`src/rtl/laikas_stats_if.sv`:
```
// laikas_stats_if -- signal bundle between the test pattern generator /
// result reader (master) and the statistics block (slave).
//   RO, OW, Laikas : measurement strobe, invalid flag, interval value
//   CLEAR, RD      : statistics clear, FIFO pop
//   DOUT, DVALID, FULL, LEVEL : result FIFO head and status
//   CNT, MIN, MAX, SUM, REJ, DROP : running statistics and error counters
interface laikas_stats_if #(
    parameter int DEPTH = 8,
    parameter int CNTW  = 16
);
    logic                       RO;
    logic                       OW;
    logic [31:0]                Laikas;
    logic                       CLEAR;
    logic                       RD;
    logic [31:0]                DOUT;
    logic                       DVALID;
    logic                       FULL;
    logic [$clog2(DEPTH):0]     LEVEL;
    logic [CNTW-1:0]            CNT;
    logic [31:0]                MIN;
    logic [31:0]                MAX;
    logic [CNTW+31:0]           SUM;
    logic [7:0]                 REJ;
    logic [7:0]                 DROP;

    modport master (
        output RO, OW, Laikas, CLEAR, RD,
        input  DOUT, DVALID, FULL, LEVEL, CNT, MIN, MAX, SUM, REJ, DROP
    );

    modport slave (
        input  RO, OW, Laikas, CLEAR, RD,
        output DOUT, DVALID, FULL, LEVEL, CNT, MIN, MAX, SUM, REJ, DROP
    );
endinterface

```
`src/rtl/laikas_stats.sv`:
```
// laikas_stats -- captures interval measurements on the rising edge of RO,
// keeps min/max/sum/count of valid samples and queues them in a
// first-word-fall-through result FIFO.
//   CLOCK_50 : single clock, rising edge
//   RESET    : asynchronous, active-high
//   bus      : laikas_stats_if slave (inputs RO/OW/Laikas/CLEAR/RD,
//              outputs FIFO head/status and statistics)
module laikas_stats #(
    parameter int DEPTH = 8,
    parameter int CNTW  = 16
) (
    input  logic            CLOCK_50,
    input  logic            RESET,
    laikas_stats_if.slave   bus
);
    localparam int AW = $clog2(DEPTH);
    localparam logic [AW:0] PTR_ONE = 1;

    logic             ro_q;
    logic             capture;
    logic             accept;
    logic             reject;
    logic             empty;
    logic             full;
    logic             push;
    logic             pop;
    logic             drop;
    logic [AW:0]      wr_ptr;
    logic [AW:0]      rd_ptr;
    logic [AW:0]      rd_next;
    logic [31:0]      mem [DEPTH];
    logic [31:0]      dout_q;
    logic [CNTW-1:0]  cnt_q;
    logic [CNTW+31:0] sum_q;
    logic [31:0]      min_q;
    logic [31:0]      max_q;
    logic [7:0]       rej_q;
    logic [7:0]       drop_q;

    assign capture = bus.RO & ~ro_q;
    assign accept  = capture & ~bus.OW;
    assign reject  = capture & bus.OW;

    assign empty   = (wr_ptr == rd_ptr);
    assign full    = (wr_ptr[AW] != rd_ptr[AW]) && (wr_ptr[AW-1:0] == rd_ptr[AW-1:0]);
    assign pop     = bus.RD & ~empty;
    // A pop frees the slot in the same edge, so a full FIFO still takes the push.
    assign push    = accept & (~full | pop);
    assign drop    = accept & full & ~pop;
    assign rd_next = rd_ptr + PTR_ONE;

    always_ff @(posedge CLOCK_50) begin
        if (push) begin
            mem[wr_ptr[AW-1:0]] <= bus.Laikas;
        end
    end

    // The head register is reloaded whenever the oldest entry changes; when
    // the FIFO drains it simply keeps the last word.
    always_ff @(posedge CLOCK_50 or posedge RESET) begin
        if (RESET) begin
            ro_q   <= 1'b0;
            wr_ptr <= '0;
            rd_ptr <= '0;
            dout_q <= '0;
        end else begin
            ro_q <= bus.RO;
            if (push) begin
                wr_ptr <= wr_ptr + PTR_ONE;
            end
            if (pop) begin
                rd_ptr <= rd_next;
                if (rd_next == wr_ptr) begin
                    if (push) begin
                        dout_q <= bus.Laikas;
                    end
                end else begin
                    dout_q <= mem[rd_next[AW-1:0]];
                end
            end else if (empty && push) begin
                dout_q <= bus.Laikas;
            end
        end
    end

    always_ff @(posedge CLOCK_50 or posedge RESET) begin
        if (RESET) begin
            cnt_q  <= '0;
            sum_q  <= '0;
            min_q  <= 32'hFFFF_FFFF;
            max_q  <= '0;
            rej_q  <= '0;
            drop_q <= '0;
        end else if (bus.CLEAR) begin
            cnt_q  <= '0;
            sum_q  <= '0;
            min_q  <= 32'hFFFF_FFFF;
            max_q  <= '0;
            rej_q  <= '0;
            drop_q <= '0;
        end else begin
            // Statistics freeze once the count is saturated; SUM is wide
            // enough that it cannot wrap before that.
            if (accept && (cnt_q != '1)) begin
                cnt_q <= cnt_q + 1'b1;
                sum_q <= sum_q + {{CNTW{1'b0}}, bus.Laikas};
                if (bus.Laikas < min_q) begin
                    min_q <= bus.Laikas;
                end
                if (bus.Laikas > max_q) begin
                    max_q <= bus.Laikas;
                end
            end
            if (reject && (rej_q != 8'hFF)) begin
                rej_q <= rej_q + 8'd1;
            end
            if (drop && (drop_q != 8'hFF)) begin
                drop_q <= drop_q + 8'd1;
            end
        end
    end

    assign bus.DOUT   = dout_q;
    assign bus.DVALID = ~empty;
    assign bus.FULL   = full;
    assign bus.LEVEL  = wr_ptr - rd_ptr;
    assign bus.CNT    = cnt_q;
    assign bus.SUM    = sum_q;
    assign bus.MIN    = min_q;
    assign bus.MAX    = max_q;
    assign bus.REJ    = rej_q;
    assign bus.DROP   = drop_q;
endmodule

```
`src/flat_wrapper.sv`:
```
// flat-port wrapper written by rule: the top's interface ports become plain ports
module laikas_stats_flat 
#(
    parameter int DEPTH = 8,
    parameter int CNTW  = 16
)
  (CLOCK_50, RESET, bus_RO, bus_OW, bus_Laikas, bus_CLEAR, bus_RD, bus_DOUT, bus_DVALID, bus_FULL, bus_LEVEL, bus_CNT, bus_MIN, bus_MAX, bus_SUM, bus_REJ, bus_DROP);
  laikas_stats_if #(.DEPTH(DEPTH), .CNTW(CNTW)) bus_i ();
  input  logic CLOCK_50;
  input  logic RESET;
  input wire logic [$bits(bus_i.RO)-1:0] bus_RO;
  input wire logic [$bits(bus_i.OW)-1:0] bus_OW;
  input wire logic [$bits(bus_i.Laikas)-1:0] bus_Laikas;
  input wire logic [$bits(bus_i.CLEAR)-1:0] bus_CLEAR;
  input wire logic [$bits(bus_i.RD)-1:0] bus_RD;
  output wire logic [$bits(bus_i.DOUT)-1:0] bus_DOUT;
  output wire logic [$bits(bus_i.DVALID)-1:0] bus_DVALID;
  output wire logic [$bits(bus_i.FULL)-1:0] bus_FULL;
  output wire logic [$bits(bus_i.LEVEL)-1:0] bus_LEVEL;
  output wire logic [$bits(bus_i.CNT)-1:0] bus_CNT;
  output wire logic [$bits(bus_i.MIN)-1:0] bus_MIN;
  output wire logic [$bits(bus_i.MAX)-1:0] bus_MAX;
  output wire logic [$bits(bus_i.SUM)-1:0] bus_SUM;
  output wire logic [$bits(bus_i.REJ)-1:0] bus_REJ;
  output wire logic [$bits(bus_i.DROP)-1:0] bus_DROP;
  assign bus_i.RO = bus_RO;
  assign bus_i.OW = bus_OW;
  assign bus_i.Laikas = bus_Laikas;
  assign bus_i.CLEAR = bus_CLEAR;
  assign bus_i.RD = bus_RD;
  assign bus_DOUT = bus_i.DOUT;
  assign bus_DVALID = bus_i.DVALID;
  assign bus_FULL = bus_i.FULL;
  assign bus_LEVEL = bus_i.LEVEL;
  assign bus_CNT = bus_i.CNT;
  assign bus_MIN = bus_i.MIN;
  assign bus_MAX = bus_i.MAX;
  assign bus_SUM = bus_i.SUM;
  assign bus_REJ = bus_i.REJ;
  assign bus_DROP = bus_i.DROP;
  laikas_stats #(.DEPTH(DEPTH), .CNTW(CNTW)) u_core (.CLOCK_50(CLOCK_50), .RESET(RESET), .bus(bus_i));
endmodule
```
`config.mk`:
```
export PLATFORM = sky130hd
export DESIGN_NAME = laikas_stats_flat
export DESIGN_NICKNAME = d
export VERILOG_FILES = /design/src/rtl/laikas_stats_if.sv /design/src/rtl/laikas_stats.sv /design/src/flat_wrapper.sv
export SDC_FILE = /design/constraint.sdc
export NUM_CORES = 1
export LEC_CHECK = 0
export CORE_ASPECT_RATIO = 0.5
export CORE_MARGIN = 1
export CORE_UTILIZATION = 50
export CTS_CLUSTER_SIZE = 30
export DETAILED_ROUTE_END_ITERATION = 8
export GPL_ROUTABILITY_DRIVEN = 0
export GPL_TIMING_DRIVEN = 0
export PLACE_DENSITY = 0.71
export REMOVE_ABC_BUFFERS = 1
export SETUP_SLACK_MARGIN = 0.5
export SYNTH_ARGS = -nofsm -noshare
export SYNTH_HDL_FRONTEND = slang
export SYNTH_SLANG_ARGS = --single-unit
```
`constraint.sdc`:
```
create_clock -name CLOCK_50 -period 15.4 [get_ports CLOCK_50]
set_input_delay 2.31 -clock CLOCK_50 [delete_from_list [all_inputs] [get_ports CLOCK_50]]
set_output_delay 2.31 -clock CLOCK_50 [all_outputs]
set_load 0.1 [all_outputs]
```
== Word-level counts from Yosys, hierarchy flattened ==
Memory sizes are Yosys's and may differ from the RTL's.
Index checks and enable logic that the tools add are counted.
Word-level totals
  input bits: 38
  memories kept: 1
  output and inout port bits: 182
  register bits after elaboration: 185
  RAM bits: 256
Operators by class
  eq/ne operators: 8
  multiplexer cells: 20
  add/subtract/negate cells: 7
  bitwise gates (word level): 13
  reductions and logical operators: 14
  magnitude comparators: 2
Memories
  u_core.mem: depth 8, width 32, read ports 1, clocked after memory_dff 0, write ports 1, RTL line laikas_stats.sv:31  | logic [31:0] mem [DEPTH];
Operator list (count)
  32-bit two-way mux: 10
  48-bit two-way mux: 2
  48-bit by 32-bit adder with 48-bit output: 1
  32-bit > comparator: 1
  32-bit less-than comparator: 1
  16-bit two-way mux: 2
  8-bit two-way mux: 4
  16-bit by 1-bit adder with 16-bit output, second input constant: 1
  8-bit by 1-bit adder with 8-bit output, second input constant: 2
  16-bit inequality test, second input constant: 1
  8-bit inequality test, second input constant: 2
  2-bit nonzero test: 6
  4-bit by 1-bit adder with 4-bit output, second input constant: 2
  4-bit equality test: 2
  1-bit AND: 7
  2-bit AND reduction: 3
  1-bit logical AND: 5
  1-bit NOT: 5
  4-bit subtractor: 1
  3-bit equality test: 1
  3-bit by 2-bit inequality test with 1-bit output, second input constant: 1
  1-bit two-way mux: 2
  1-bit inequality test: 1
  1-bit bitwise OR: 1

== Depth between registers and ports, before layout ==
  word-level depth: 8
  mapped depth: 11

== Worst setup path before layout ==
Ideal clock, no wire load.
  path kind: input-to-reg
  start: input bus_OW
  end: memory u_core.mem[0][0], enable pin
  library setup time: 0.461 ns
  stages: 4
  buffers on the path: 0
  path slack: 9.493 ns
  data required time: 14.939 ns
  arrival: 5.446 ns
  cells stage by stage: or3b_2 nor2_1 nand2_1 nor3_1
Between the ends
  longest elaborated chain between the ends: 5
Ends and longest elaborated chain
  start, declared: RTL line flat_wrapper.sv:12  | input wire logic [$bits(bus_i.OW)-1:0] bus_OW;
  1-bit NOT: RTL line laikas_stats.sv:41  | assign accept = capture & ~bus.OW;
  1-bit AND: RTL line laikas_stats.sv:41
  1-bit AND: RTL line laikas_stats.sv:48  | assign push = accept & (~full | pop);
  1-bit two-way mux: RTL line laikas_stats.sv:53  | if (push) begin
  1-bit two-way mux (implied by the code): RTL line laikas_stats.sv:54  | mem[wr_ptr[AW-1:0]] <= bus.Laikas;
  end, declared: RTL line laikas_stats.sv:31
Every way passes these cells.

== Worst setup path after layout ==
  start: register u_core.rd_ptr[0]
  end: output bus_LEVEL[3]
Between the ends
  longest elaborated chain between the ends: 1
Ends and longest elaborated chain
  start, declared: RTL line laikas_stats.sv:29  | logic [AW:0] rd_ptr;
  start signal, assigned: RTL line laikas_stats.sv:72  | rd_ptr <= rd_next;
  4-bit subtractor: RTL line laikas_stats.sv:126  | assign bus.LEVEL = wr_ptr - rd_ptr;
  end, declared: RTL line flat_wrapper.sv:19  | output wire logic [$bits(bus_i.LEVEL)-1:0] bus_LEVEL;
Every way passes these cells.

==> flow_summary.json <==
{
  "post-place-cells": 2498,
  "use_met3_pct": 4.43,
  "rsz0062_at_grt": "no",
  "synthesis.area_um2": 21800,
  "synth_cell_type_count": 71,
  "worstHoldPathType": "reg -> reg",
  "start_util_pct": 51.3,
  "gr-total-overflow": 0,
  "rr_worst_depth": 9,
  "endpoint_kind": "output pin",
  "dpl.hpwl_um": 36800,
  "grt_max_degree": 115,
  "met2_usage_pct": 42.8,
  "die_width_um": 297,
  "r2r-end": "u_core.mem[1][8]$_DFFE_PP_",
  "clkSlewWorstSetupHoldPaths_ns": 0.07,
  "drt_wl_total_um": 55000,
  "grt_first_pass_wirelength_um": 84000,
  "worst_ep_required_time_ns": 13.09,
  "worstHoldEndpoint": "u_core.rd_ptr[3]$_DFFE_PP0P_",
  "holdWs_ns": 0.517,
  "dp_slack_ns": 9.07,
  "min_from": "u_core.rd_ptr[3]$_DFFE_PP0P_",
  "vias": 14700,
  "setup_viol": 0,
  "use_met1_pct": 32.0,
  "async_reset_ff_share_pct": 42.0,
  "cts_resized": 0,
  "track_usage_pct": 24.7,
  "core_area_um2": 42400,
  "num_rows": 53,
  "worst_slew_pin_slew_ns": 1.10,
  "maxSlewViolCount": 0,
  "crit_path_max_incr_delay_ns": 1.15,
  "crit_buf_inv": 3,
  "cpMaxStageDelayCell": "clkdlybuf4s50_1",
  "grt_busiest_layer": "met2",
  "rrSetupSlack_ns": 11.50,
  "fmax_mhz": 167,
  "synth.area.top_cells": "edfxtp_1, dfrtp_1, mux4_2",
  "startpoint_type": "flop",
  "viasPerCell": 5.71,
  "synth_area_leader_cell": "edfxtp_1",
  "drc": 0,
  "utilization_pct": 61.9,
  "maxSlewHeadroom_pct": 26.2,
  "grt_pass1_vias": 14500,
  "power.leakage_nw": 10.1,
  "post_cts_buffers": 0,
  "fin_tns_setup_ns": 0,
  "clockBufferDepth": 3,
  "grt_antenna_before_repair": 1,
  "fin_total_pwr_mw": 4.25,
  "syn_area_per_cell_um2": 12.4,
  "final_cells": 2571,
  "dr.pass1.iters": 7,
  "final.setup.worst_slack_ns": 9.40,
  "layout-drive-gt1-share_pct": 11.3,
  "area_growth_pct": 20.8,
  "htree_levels": 2,
  "portBuffers": 219,
  "holdPathStages": 1,
  "outcome": "finished, final reports clean",
  "ys_ff_latch": 441,
  "ant_nets": 0,
  "worst_skew_pair.late_latency_ns": 0.57,
  "cts_tree": "yes",
  "critPathKind": "reg -> out",
  "postSynthCellCount": 1760,
  "finalClockSkew_ns": 0.0240,
  "final_cell_area_um2": 26300,
  "worstPathMaxFanout": 41,
  "irDropWorstVdd_mv": 0.180,
  "die_area_um2": 44400,
  "wire_per_inst_um": 21.4,
  "numCtsBuffers": 40,
  "timing.rr.start": "u_core.rd_ptr[0]$_DFFE_PP0P_",
  "synth_top_area_share_pct": 35.3,
  "yosys.cell_count.top_type": "edfxtp_1",
  "ios": 220,
  "hold_buffers": 0,
  "cp.arrival_ns": 3.69,
  "yosys_warnings": 0,
  "finalHoldViolations": 0,
  "synth_edf_count": 256,
  "nets": 2106,
  "fin_crit_ns": 6.00,
  "cp_top_family": "buffers and inverters",
  "synth_flop_cell": "edfxtp_1",
  "cts_root_buf": "clkbuf_16",
  "postPlaceCellArea_um2": 24900,
  "post-route-period-util_pct": 39.0,
  "cts_num_sinks": 441,
  "power.density_nw_per_um2": 162,
  "drv_cap": 0,
  "synth_common_cells": "edfxtp_1, nand2_1, dfrtp_1",
  "antenna_cells": 0,
  "path_cells": "buf_16, ha_1, inv_1, a21o_1, a21oi_1, xnor2_1, clkdlybuf4s50_1",
  "die_h_um": 150,
  "nFillCells": 3345,
  "drtIter0Drc": 1032,
  "ys_seq_area_share_pct": 56.8
}
placed cells by master (no fill, tap or decap), types with 29 or more instances in the layout:
cell             count
dfrtp_1            152
a211oi_1            42
mux4_2              64
nor2_1             130
xor2_1              29
nor2b_1             37
mux2i_1             67
clkdlybuf4s50_1    218
a21o_1              36
inv_1               81
a21oi_1             94
ha_1               102
nand2b_1            67
a31oi_1             35
o21ai_0             40
xnor2_1             38
dfstp_2             32
clkbuf_16           41
edfxtp_1           256
nand4_1             33
nand2_1            172
cell type report:
class / instances / area (µm²) / share of cell area [%]
clock buffer: 51 / 1090 / 4.16
clock inverter: 22 / 277 / 1.05
inverter: 82 / 315 / 1.20
multi-input combinational: 1154 / 8830 / 33.6
sequential: 441 / 12400 / 47.0
tap: 577 / 722 / 2.75
timing repair buffer: 244 / 2690 / 10.2
registers in the layout (all words and copies together) (netlist names), 8 cells and up:
| signal | count |
|---|---|
| u_core.bus.REJ | 8 |
| u_core.bus.SUM | 48 |
| u_core.bus.MAX | 32 |
| u_core.bus.MIN | 32 |
| u_core.bus.DROP | 8 |
| u_core.bus.DOUT | 32 |
| u_core.mem | 256 |
| u_core.bus.CNT | 16 |
worst max path at each step:
| stage | start | end | slack (ns) | cells past startpoint |
|---|---|---|---|---|
| floorplan | RESET | u_core.bus.CNT[0]$_DFFE_PP0P_ | 8.11 | 1 |
| global placement | RESET | u_core.bus.DOUT[8]$_DFFE_PP0P_ | 4.67 | 2 |
| detailed placement | bus_Laikas[31] | u_core.bus.MAX[0]$_DFFE_PP0P_ | 9.07 | 8 |
| CTS | u_core.rd_ptr[0]$_DFFE_PP0P_ | bus_LEVEL[3] | 9.31 | 7 |
| global route | u_core.rd_ptr[0]$_DFFE_PP0P_ | bus_LEVEL[3] | 9.18 | 7 |
| finish | u_core.rd_ptr[0]$_DFFE_PP0P_ | bus_LEVEL[3] | 9.40 | 7 |
report_power, final:
group          leakage [nW]  total (mW)  switching [mW]  internal, mW
logic                  4.73        1.76            1.16         0.604
registers              4.66        1.44          0.0860          1.36
clock network         0.660        1.05           0.456         0.593
per-layer routing:
layer  share of wire [%]  wire length [µm]  vias to the layer above
met5                   0                 0                        -
met4                 2.5              1390                        0
met3                 5.7              3110                       82
met2                  49             27100                      381
met1                  42             23300                     7376
li1                    -                 -                     6831
cell families after synthesis:
group	Yosys count	share of synthesized area (%)
adder cells (fa/ha/maj)	105	6.11
AO/OA/AOI/OAI	301	8.90
XOR/XNOR	70	2.85
AND/OR/NAND/NOR	546	12.4
flip-flops	441	56.8
buffers and inverters	165	3.25
multiplexers	132	9.76
worst register-to-register path, stage by stage, from the launching register on:
cell,delay (ns)
dfrtp_4,0.83
buf_16,0.37
ha_1,0.33
nand3_1,0.11
nor3_1,0.07
nor2_1,0.33
nand2_1,0.31
nor3_2,0.76
buf_6,0.26
buf_4,0.23
Power figures use the tool's default switching activity.
